--- src/rtl/mc_controller_pkg.sv ---
// Shared types for the multicycle RISC-V controller: FSM states, opcodes,
// datapath select encodings and the per-state control word.
package mc_controller_pkg;

  typedef enum logic [3:0] {
    S_FETCH,
    S_DECODE,
    S_MEMADR,
    S_MEMREAD,
    S_MEMWB,
    S_MEMWRITE,
    S_EXECUTER,
    S_EXECUTEI,
    S_ALUWB,
    S_BEQ,
    S_JAL,
    S_ERROR
  } state_e;

  localparam logic [6:0] OP_LOAD   = 7'b0000011;
  localparam logic [6:0] OP_STORE  = 7'b0100011;
  localparam logic [6:0] OP_RTYPE  = 7'b0110011;
  localparam logic [6:0] OP_ITYPE  = 7'b0010011;
  localparam logic [6:0] OP_BRANCH = 7'b1100011;
  localparam logic [6:0] OP_JAL    = 7'b1101111;

  typedef enum logic [1:0] {
    IMM_I = 2'b00,
    IMM_S = 2'b01,
    IMM_B = 2'b10,
    IMM_J = 2'b11
  } immsrc_e;

  typedef enum logic [1:0] {
    SRCA_PC    = 2'b00,
    SRCA_OLDPC = 2'b01,
    SRCA_RD1   = 2'b10
  } srca_e;

  typedef enum logic [1:0] {
    SRCB_RD2  = 2'b00,
    SRCB_IMM  = 2'b01,
    SRCB_FOUR = 2'b10
  } srcb_e;

  typedef enum logic [1:0] {
    RES_ALUOUT    = 2'b00,
    RES_DATA      = 2'b01,
    RES_ALURESULT = 2'b10
  } result_e;

  typedef enum logic [1:0] {
    ALUOP_ADD   = 2'b00,
    ALUOP_SUB   = 2'b01,
    ALUOP_FUNCT = 2'b10
  } aluop_e;

  typedef enum logic [2:0] {
    ALU_ADD = 3'b000,
    ALU_SUB = 3'b001,
    ALU_AND = 3'b010,
    ALU_OR  = 3'b011,
    ALU_SLT = 3'b101
  } alucontrol_e;

  // Everything the FSM drives per state; pcwrite and the gated enables are
  // derived from this outside the state decode.
  typedef struct packed {
    srca_e   srca;
    srcb_e   srcb;
    result_e resultsrc;
    logic    adrsrc;
    logic    irwrite;
    logic    regwrite;
    logic    memwrite;
    logic    branch;
    logic    pcupdate;
    aluop_e  aluop;
  } ctrl_t;

  localparam ctrl_t CTRL_IDLE = '{
    srca:      SRCA_PC,
    srcb:      SRCB_RD2,
    resultsrc: RES_ALUOUT,
    adrsrc:    1'b0,
    irwrite:   1'b0,
    regwrite:  1'b0,
    memwrite:  1'b0,
    branch:    1'b0,
    pcupdate:  1'b0,
    aluop:     ALUOP_ADD
  };

  function automatic immsrc_e imm_decode(input logic [6:0] op);
    case (op)
      OP_LOAD, OP_ITYPE: return IMM_I;
      OP_STORE:          return IMM_S;
      OP_BRANCH:         return IMM_B;
      OP_JAL:            return IMM_J;
      default:           return IMM_I;
    endcase
  endfunction

endpackage

--- src/rtl/mc_controller_aludec.sv ---
// ALU decoder: turns the FSM's coarse aluop plus funct fields into the
// concrete ALU operation.
module mc_controller_aludec
  import mc_controller_pkg::*;
(
  input  logic       op5,
  input  logic [2:0] funct3,
  input  logic       funct7b5,
  input  aluop_e     aluop,
  output logic [2:0] alucontrol
);

  alucontrol_e alu_fn;

  // NOTE: every variable written in always_comb gets a default first so no
  // path leaves it unassigned, which would infer a latch.
  always_comb begin
    alu_fn = ALU_ADD;
    case (aluop)
      ALUOP_ADD: alu_fn = ALU_ADD;
      ALUOP_SUB: alu_fn = ALU_SUB;
      ALUOP_FUNCT: begin
        case (funct3)
          // Only R-type (op[5]=1) can subtract; addi ignores instr[30].
          3'b000:  alu_fn = (op5 && funct7b5) ? ALU_SUB : ALU_ADD;
          3'b010:  alu_fn = ALU_SLT;
          3'b110:  alu_fn = ALU_OR;
          3'b111:  alu_fn = ALU_AND;
          default: alu_fn = ALU_ADD;
        endcase
      end
      default: alu_fn = ALU_ADD;
    endcase
  end

  assign alucontrol = alu_fn;

endmodule

--- src/rtl/mc_controller.sv ---
// Multicycle RISC-V control unit: main FSM, immediate-select decode and the
// ALU decoder, driving the datapath selects and write enables.
module mc_controller
  import mc_controller_pkg::*;
#(
  parameter bit ILLEGAL_TRAP = 1'b1
) (
  input  logic       clk,
  input  logic       rst_n,
  input  logic [6:0] op,
  input  logic [2:0] funct3,
  input  logic       funct7b5,
  input  logic       zero,
  output logic [1:0] immsrc,
  output logic [1:0] alusrca,
  output logic [1:0] alusrcb,
  output logic [1:0] resultsrc,
  output logic       adrsrc,
  output logic       irwrite,
  output logic       pcwrite,
  output logic       regwrite,
  output logic       memwrite,
  output logic [2:0] alucontrol,
  output logic       illegal
);

  state_e state;
  state_e state_next;
  ctrl_t  ctrl;

  // NOTE: state registers use non-blocking assignment so every flop samples
  // the pre-edge values regardless of process ordering.
  always_ff @(posedge clk or negedge rst_n) begin
    if (!rst_n) state <= S_FETCH;
    else        state <= state_next;
  end

  always_comb begin
    state_next = S_FETCH;
    case (state)
      S_FETCH:  state_next = S_DECODE;
      S_DECODE: begin
        case (op)
          OP_LOAD, OP_STORE: state_next = S_MEMADR;
          OP_RTYPE:          state_next = S_EXECUTER;
          OP_ITYPE:          state_next = S_EXECUTEI;
          OP_BRANCH:         state_next = S_BEQ;
          OP_JAL:            state_next = S_JAL;
          default:           state_next = ILLEGAL_TRAP ? S_ERROR : S_FETCH;
        endcase
      end
      S_MEMADR:   state_next = (op == OP_LOAD) ? S_MEMREAD : S_MEMWRITE;
      S_MEMREAD:  state_next = S_MEMWB;
      S_MEMWB:    state_next = S_FETCH;
      S_MEMWRITE: state_next = S_FETCH;
      S_EXECUTER: state_next = S_ALUWB;
      S_EXECUTEI: state_next = S_ALUWB;
      S_ALUWB:    state_next = S_FETCH;
      S_BEQ:      state_next = S_FETCH;
      S_JAL:      state_next = S_ALUWB;
      S_ERROR:    state_next = S_ERROR;
      default:    state_next = S_FETCH;
    endcase
  end

  always_comb begin
    ctrl = CTRL_IDLE;
    case (state)
      S_FETCH: begin
        ctrl.adrsrc    = 1'b0;
        ctrl.irwrite   = 1'b1;
        ctrl.srca      = SRCA_PC;
        ctrl.srcb      = SRCB_FOUR;
        ctrl.aluop     = ALUOP_ADD;
        ctrl.resultsrc = RES_ALURESULT;
        ctrl.pcupdate  = 1'b1;
      end
      // Precompute PC+imm while the register file is read, for beq/jal.
      S_DECODE: begin
        ctrl.srca  = SRCA_OLDPC;
        ctrl.srcb  = SRCB_IMM;
        ctrl.aluop = ALUOP_ADD;
      end
      S_MEMADR: begin
        ctrl.srca  = SRCA_RD1;
        ctrl.srcb  = SRCB_IMM;
        ctrl.aluop = ALUOP_ADD;
      end
      S_MEMREAD: begin
        ctrl.resultsrc = RES_ALUOUT;
        ctrl.adrsrc    = 1'b1;
      end
      S_MEMWB: begin
        ctrl.resultsrc = RES_DATA;
        ctrl.regwrite  = 1'b1;
      end
      S_MEMWRITE: begin
        ctrl.resultsrc = RES_ALUOUT;
        ctrl.adrsrc    = 1'b1;
        ctrl.memwrite  = 1'b1;
      end
      S_EXECUTER: begin
        ctrl.srca  = SRCA_RD1;
        ctrl.srcb  = SRCB_RD2;
        ctrl.aluop = ALUOP_FUNCT;
      end
      S_EXECUTEI: begin
        ctrl.srca  = SRCA_RD1;
        ctrl.srcb  = SRCB_IMM;
        ctrl.aluop = ALUOP_FUNCT;
      end
      S_ALUWB: begin
        ctrl.resultsrc = RES_ALUOUT;
        ctrl.regwrite  = 1'b1;
      end
      S_BEQ: begin
        ctrl.srca      = SRCA_RD1;
        ctrl.srcb      = SRCB_RD2;
        ctrl.aluop     = ALUOP_SUB;
        ctrl.resultsrc = RES_ALUOUT;
        ctrl.branch    = 1'b1;
      end
      // Link value OldPC+4 goes to rd in the following ALUWB.
      S_JAL: begin
        ctrl.srca      = SRCA_OLDPC;
        ctrl.srcb      = SRCB_FOUR;
        ctrl.aluop     = ALUOP_ADD;
        ctrl.resultsrc = RES_ALUOUT;
        ctrl.pcupdate  = 1'b1;
      end
      S_ERROR: ctrl = CTRL_IDLE;
      default: ctrl = CTRL_IDLE;
    endcase
  end

  mc_controller_aludec aludec (
    .op5        (op[5]),
    .funct3     (funct3),
    .funct7b5   (funct7b5),
    .aluop      (ctrl.aluop),
    .alucontrol (alucontrol)
  );

  assign immsrc    = imm_decode(op);
  assign alusrca   = ctrl.srca;
  assign alusrcb   = ctrl.srcb;
  assign resultsrc = ctrl.resultsrc;
  assign adrsrc    = ctrl.adrsrc;

  // Reset forces FETCH, whose selects are the reset values; the enables are
  // gated by rst_n so FETCH's irwrite/pcupdate never pulse while held.
  assign irwrite  = rst_n & ctrl.irwrite;
  assign pcwrite  = rst_n & (ctrl.pcupdate | (ctrl.branch & zero));
  assign regwrite = rst_n & ctrl.regwrite;
  assign memwrite = rst_n & ctrl.memwrite;
  assign illegal  = rst_n & (state == S_ERROR);

endmodule

--- config.mk ---
export PLATFORM = sky130hd
export DESIGN_NAME = mc_controller
export DESIGN_NICKNAME = d
export VERILOG_FILES = /design/src/rtl/mc_controller_pkg.sv /design/src/rtl/mc_controller_aludec.sv /design/src/rtl/mc_controller.sv
export SDC_FILE = /design/constraint.sdc
export NUM_CORES = 1
export LEC_CHECK = 0
export BUFFER_PORTS_ARGS = -buffer_cell sky130_fd_sc_hd__buf_2
export CORE_AREA = 2 2 39 41
export CTS_BUF_LIST = sky130_fd_sc_hd__clkbuf_4 sky130_fd_sc_hd__clkbuf_8
export DETAILED_ROUTE_END_ITERATION = 8
export DIE_AREA = 0 0 41 43
export PLACE_DENSITY = 0.74
export SLEW_MARGIN = 20
export SYNTH_ARGS = -nofsm -noshare
export SYNTH_HDL_FRONTEND = slang
export SYNTH_SLANG_ARGS = --single-unit
--- constraint.sdc ---
create_clock -name clk -period 2.1 [get_ports clk]
set_input_delay 0.105 -clock clk [delete_from_list [all_inputs] [get_ports clk]]
set_output_delay 0.105 -clock clk [all_outputs]
set_load 0.05 [all_outputs]
==> impl_results.md <==
* Overall routing resource usage at roughly 20%
* Clock tree from TritonCTS: yes
* Worst min-delay path category: in -> reg
* Tmin final at between 1.5 and 2 ns
* Fin util at 55.8%
* Initial Utilization at 37.9%
* DRC at 0
* Total via count in the routed design at about 660
* Status: finished, final reports clean
* Netlist area before placement at ~520 µm²
* Fraction of synthesis flops using an asynchronous set or reset pin at 100%
* Final routed wire length divided by cell count at between 10 and 15 µm
* Post-route clock period utilization at 92.4%
* Final setup vio count at 0
* Critical path capture point type: primary output
* Total iterations of the first detailed-routing run at 4
* Number of antenna diodes at 0
* Clock slew at the register clock pins of the worst setup and hold paths at approximately 0.040 ns
* Number of primary I/O pins at 31
* Detailed placer's ending HPWL at ~1200 µm
* Via count of the first global-routing pass at 638
* Post-layout worst setup margin at roughly 0.16 ns
* Static Leakage at roughly 0.4 nW
* Overall overflow remaining after global route at 0
* Syn Nets at 89
* Clock buffer depth at 2
* Cells after Synth at 73
* Crit path arrival time at 1.84 ns
* Max cap viols at 0
* Synth top cells by count: nor2_1, and2_1, inv_1, nor2b_1
* CTS Buf Count at 3
* Clock sink count at 4
* Max-Slew Margin vs Limit at 80.9%
* Registers with the highest flip-flop counts: state: 4 flops
* Number of enable flip-flop cells after synthesis at 0
* Final antenna-violating net count at 0
* Clk_lat worst skew at roughly 0.25 ns
* Dominant register cell in the synthesized netlist: dfrtp_1
* Floorplan core area at ~1400 µm²
* Pre-CTS WS at between 0.3 and 0.4 ns
* Fraction of the yosys area taken by sequential cells at a little under a fifth
* Post-Synthesis Mean Instance Area at ~7.2 µm²
* Setup repair after global routing missed its margin: no
* Die area at approximately 1800 µm²
* Area added between synthesis and finish at 47.3%
* Number of distinct library cell variants in the gate-level netlist after synthesis at 33
* Number of design-rule violations left by the first detailed-router iteration at 14
* Fin nets at 126
* Number of hold violations in the final report at 0
* Final clock skew at 0.00962 ns
* Post-CTS Repair Setup Buffers at 0
* Global-route wire length before repair at approximately 2500 µm
* Width of the chip at 41 µm
* Maximum vdd drop at 0.000792 V
* Layout cells sized above 1 at between 40% and 50%
* Data required time at the worst endpoint at about 2 ns
* Cell with the most instances after synthesis: nor2_1
* Overall die height at between 40 and 50 µm
* Startpoint Class: register
* Fmax at 0.515 GHz
* Routed Wire Length at 1460 µm
* Crit Path Category: reg -> out
* Total power at ~1.2 mW
* Number of antenna violations at the first check in global routing at 0
* Number of flip-flops and latches in the synthesized netlist at 4
* Number of cell rows at 14
* DR vias/cell at 5.35
* Transition at the pin with the smallest max-transition slack at between 0.2 and 0.3 ns
* Routability congestion estimate at between 0.8 and 0.9
* Ranking of synthesized cells by area: dfrtp_1, and2_1, nor2b_1
* Fin. max-slew vios at 0
* Number of fill cells at 142
* Count of yosys warnings during synthesis at 0
* Largest register FFs at 4
* CP max FO at 6
* Area leader, netlist: dfrtp_1
* H-tree depth reported by CTS at 1
* Register ranked first by flip-flop count: state
* Power per unit of standard cell area at roughly 1600 nW/µm²
* Count of buffers from port buffering at 30
* Final total negative setup slack at 0 ns
* Largest net degree at the start of global routing at 13
* Synth top area share at 19.1%
* Worst hold-check slack at approximately 0.19 ns
* Clock Tree Root: clkbuf_4
what timing repair did:
action | in CTS | in global routing
setup endpoints to repair | 0 | 1
gates resized for setup | 0 | 3
hold buffers | 1 | 0
hold endpoints to repair | 4 | 0
metrics by stage:
step / std cells / instance area [µm²]
6_report: 124 / 772
3_3_place_gp: 120 / 733
2_1_floorplan: 73 / 546
3_5_place_dp: 120 / 733
5_1_grt: 124 / 772
4_1_cts: 124 / 766
path summary, 6_finish.rpt:
kind / startpoint / to / slack (ns) / cells past startpoint
hold / removal: op[4] / state[0] / 0.19 / 3
min in group asynchronous: rst_n / state[2] / 0.23 / 2
hold reg to reg: state[1] / state[1] / 0.68 / 2
setup reg to reg: state[3] / state[0] / 0.53 / 5
setup / recovery: state[2] / alucontrol[2] / 0.16 / 6
max in group asynchronous: rst_n / state[0] / 1.70 / 2
final cells by class:
class                           instances  area (µm²)  area share (%)
Clock buffer                            3        22.5            2.92
Inverter                                5        18.8            2.43
Multi-Input combinational cell         60         407            52.7
Sequential cell                         4         100            13.0
Tap cell                               16        20.0            2.59
Timing Repair Buffer                   36         204            26.4
critical path, cell delays in order, from the launching register on:
cell and delay, ns:
dfrtp_1 0.43, nor2b_1 0.21, and2_1 0.16, inv_1 0.04
ha_1 0.32, nor4_4 0.23, buf_6 0.19
per-layer routing:
| metal | routed length [µm] | global-route usage (%) | vias up |
|---|---|---|---|
| met4 | 41 | 12.0 | 0 |
| met3 | 109 | 0.524 | 4 |
| met1 | 607 | 22.8 | 291 |
| li1 | - | - | 336 |
| met2 | 702 | 34.4 | 33 |
| met5 | 0 | 0 | - |
layout by cell type (no fill, tap or decap), types with 2 or more instances in the layout:
master / n
nand3_1: 3
ha_1: 2
nor2_1: 8
inv_1: 5
buf_2: 29
a31oi_1: 2
o21ai_0: 3
buf_4: 5
and2_1: 5
clkbuf_4: 3
nor2b_1: 5
nor3_1: 2
and3_1: 3
a21oi_1: 3
nand2_1: 3
dfrtp_1: 4
power breakdown:
part | switching [mW] | internal (mW) | total, mW
clock | 0.0363 | 0.0642 | 0.101
sequential | 0.0440 | 0.112 | 0.156
combinational | 0.667 | 0.307 | 0.974
total | 0.747 | 0.484 | 1.23
cell families after synthesis:
| kind of cell | after synthesis | share of synthesized area, % |
|---|---|---|
| adder cells (fa/ha/maj) | 2 | 4.77 |
| flip-flops | 4 | 19.1 |
| AO/OA/AOI/OAI | 15 | 19.1 |
| multiplexers | 1 | 1.91 |
| XOR/XNOR | 2 | 3.34 |
| buffers and inverters | 9 | 7.40 |
| AND/OR/NAND/NOR | 40 | 44.4 |
Power figures use the tool's default switching activity.
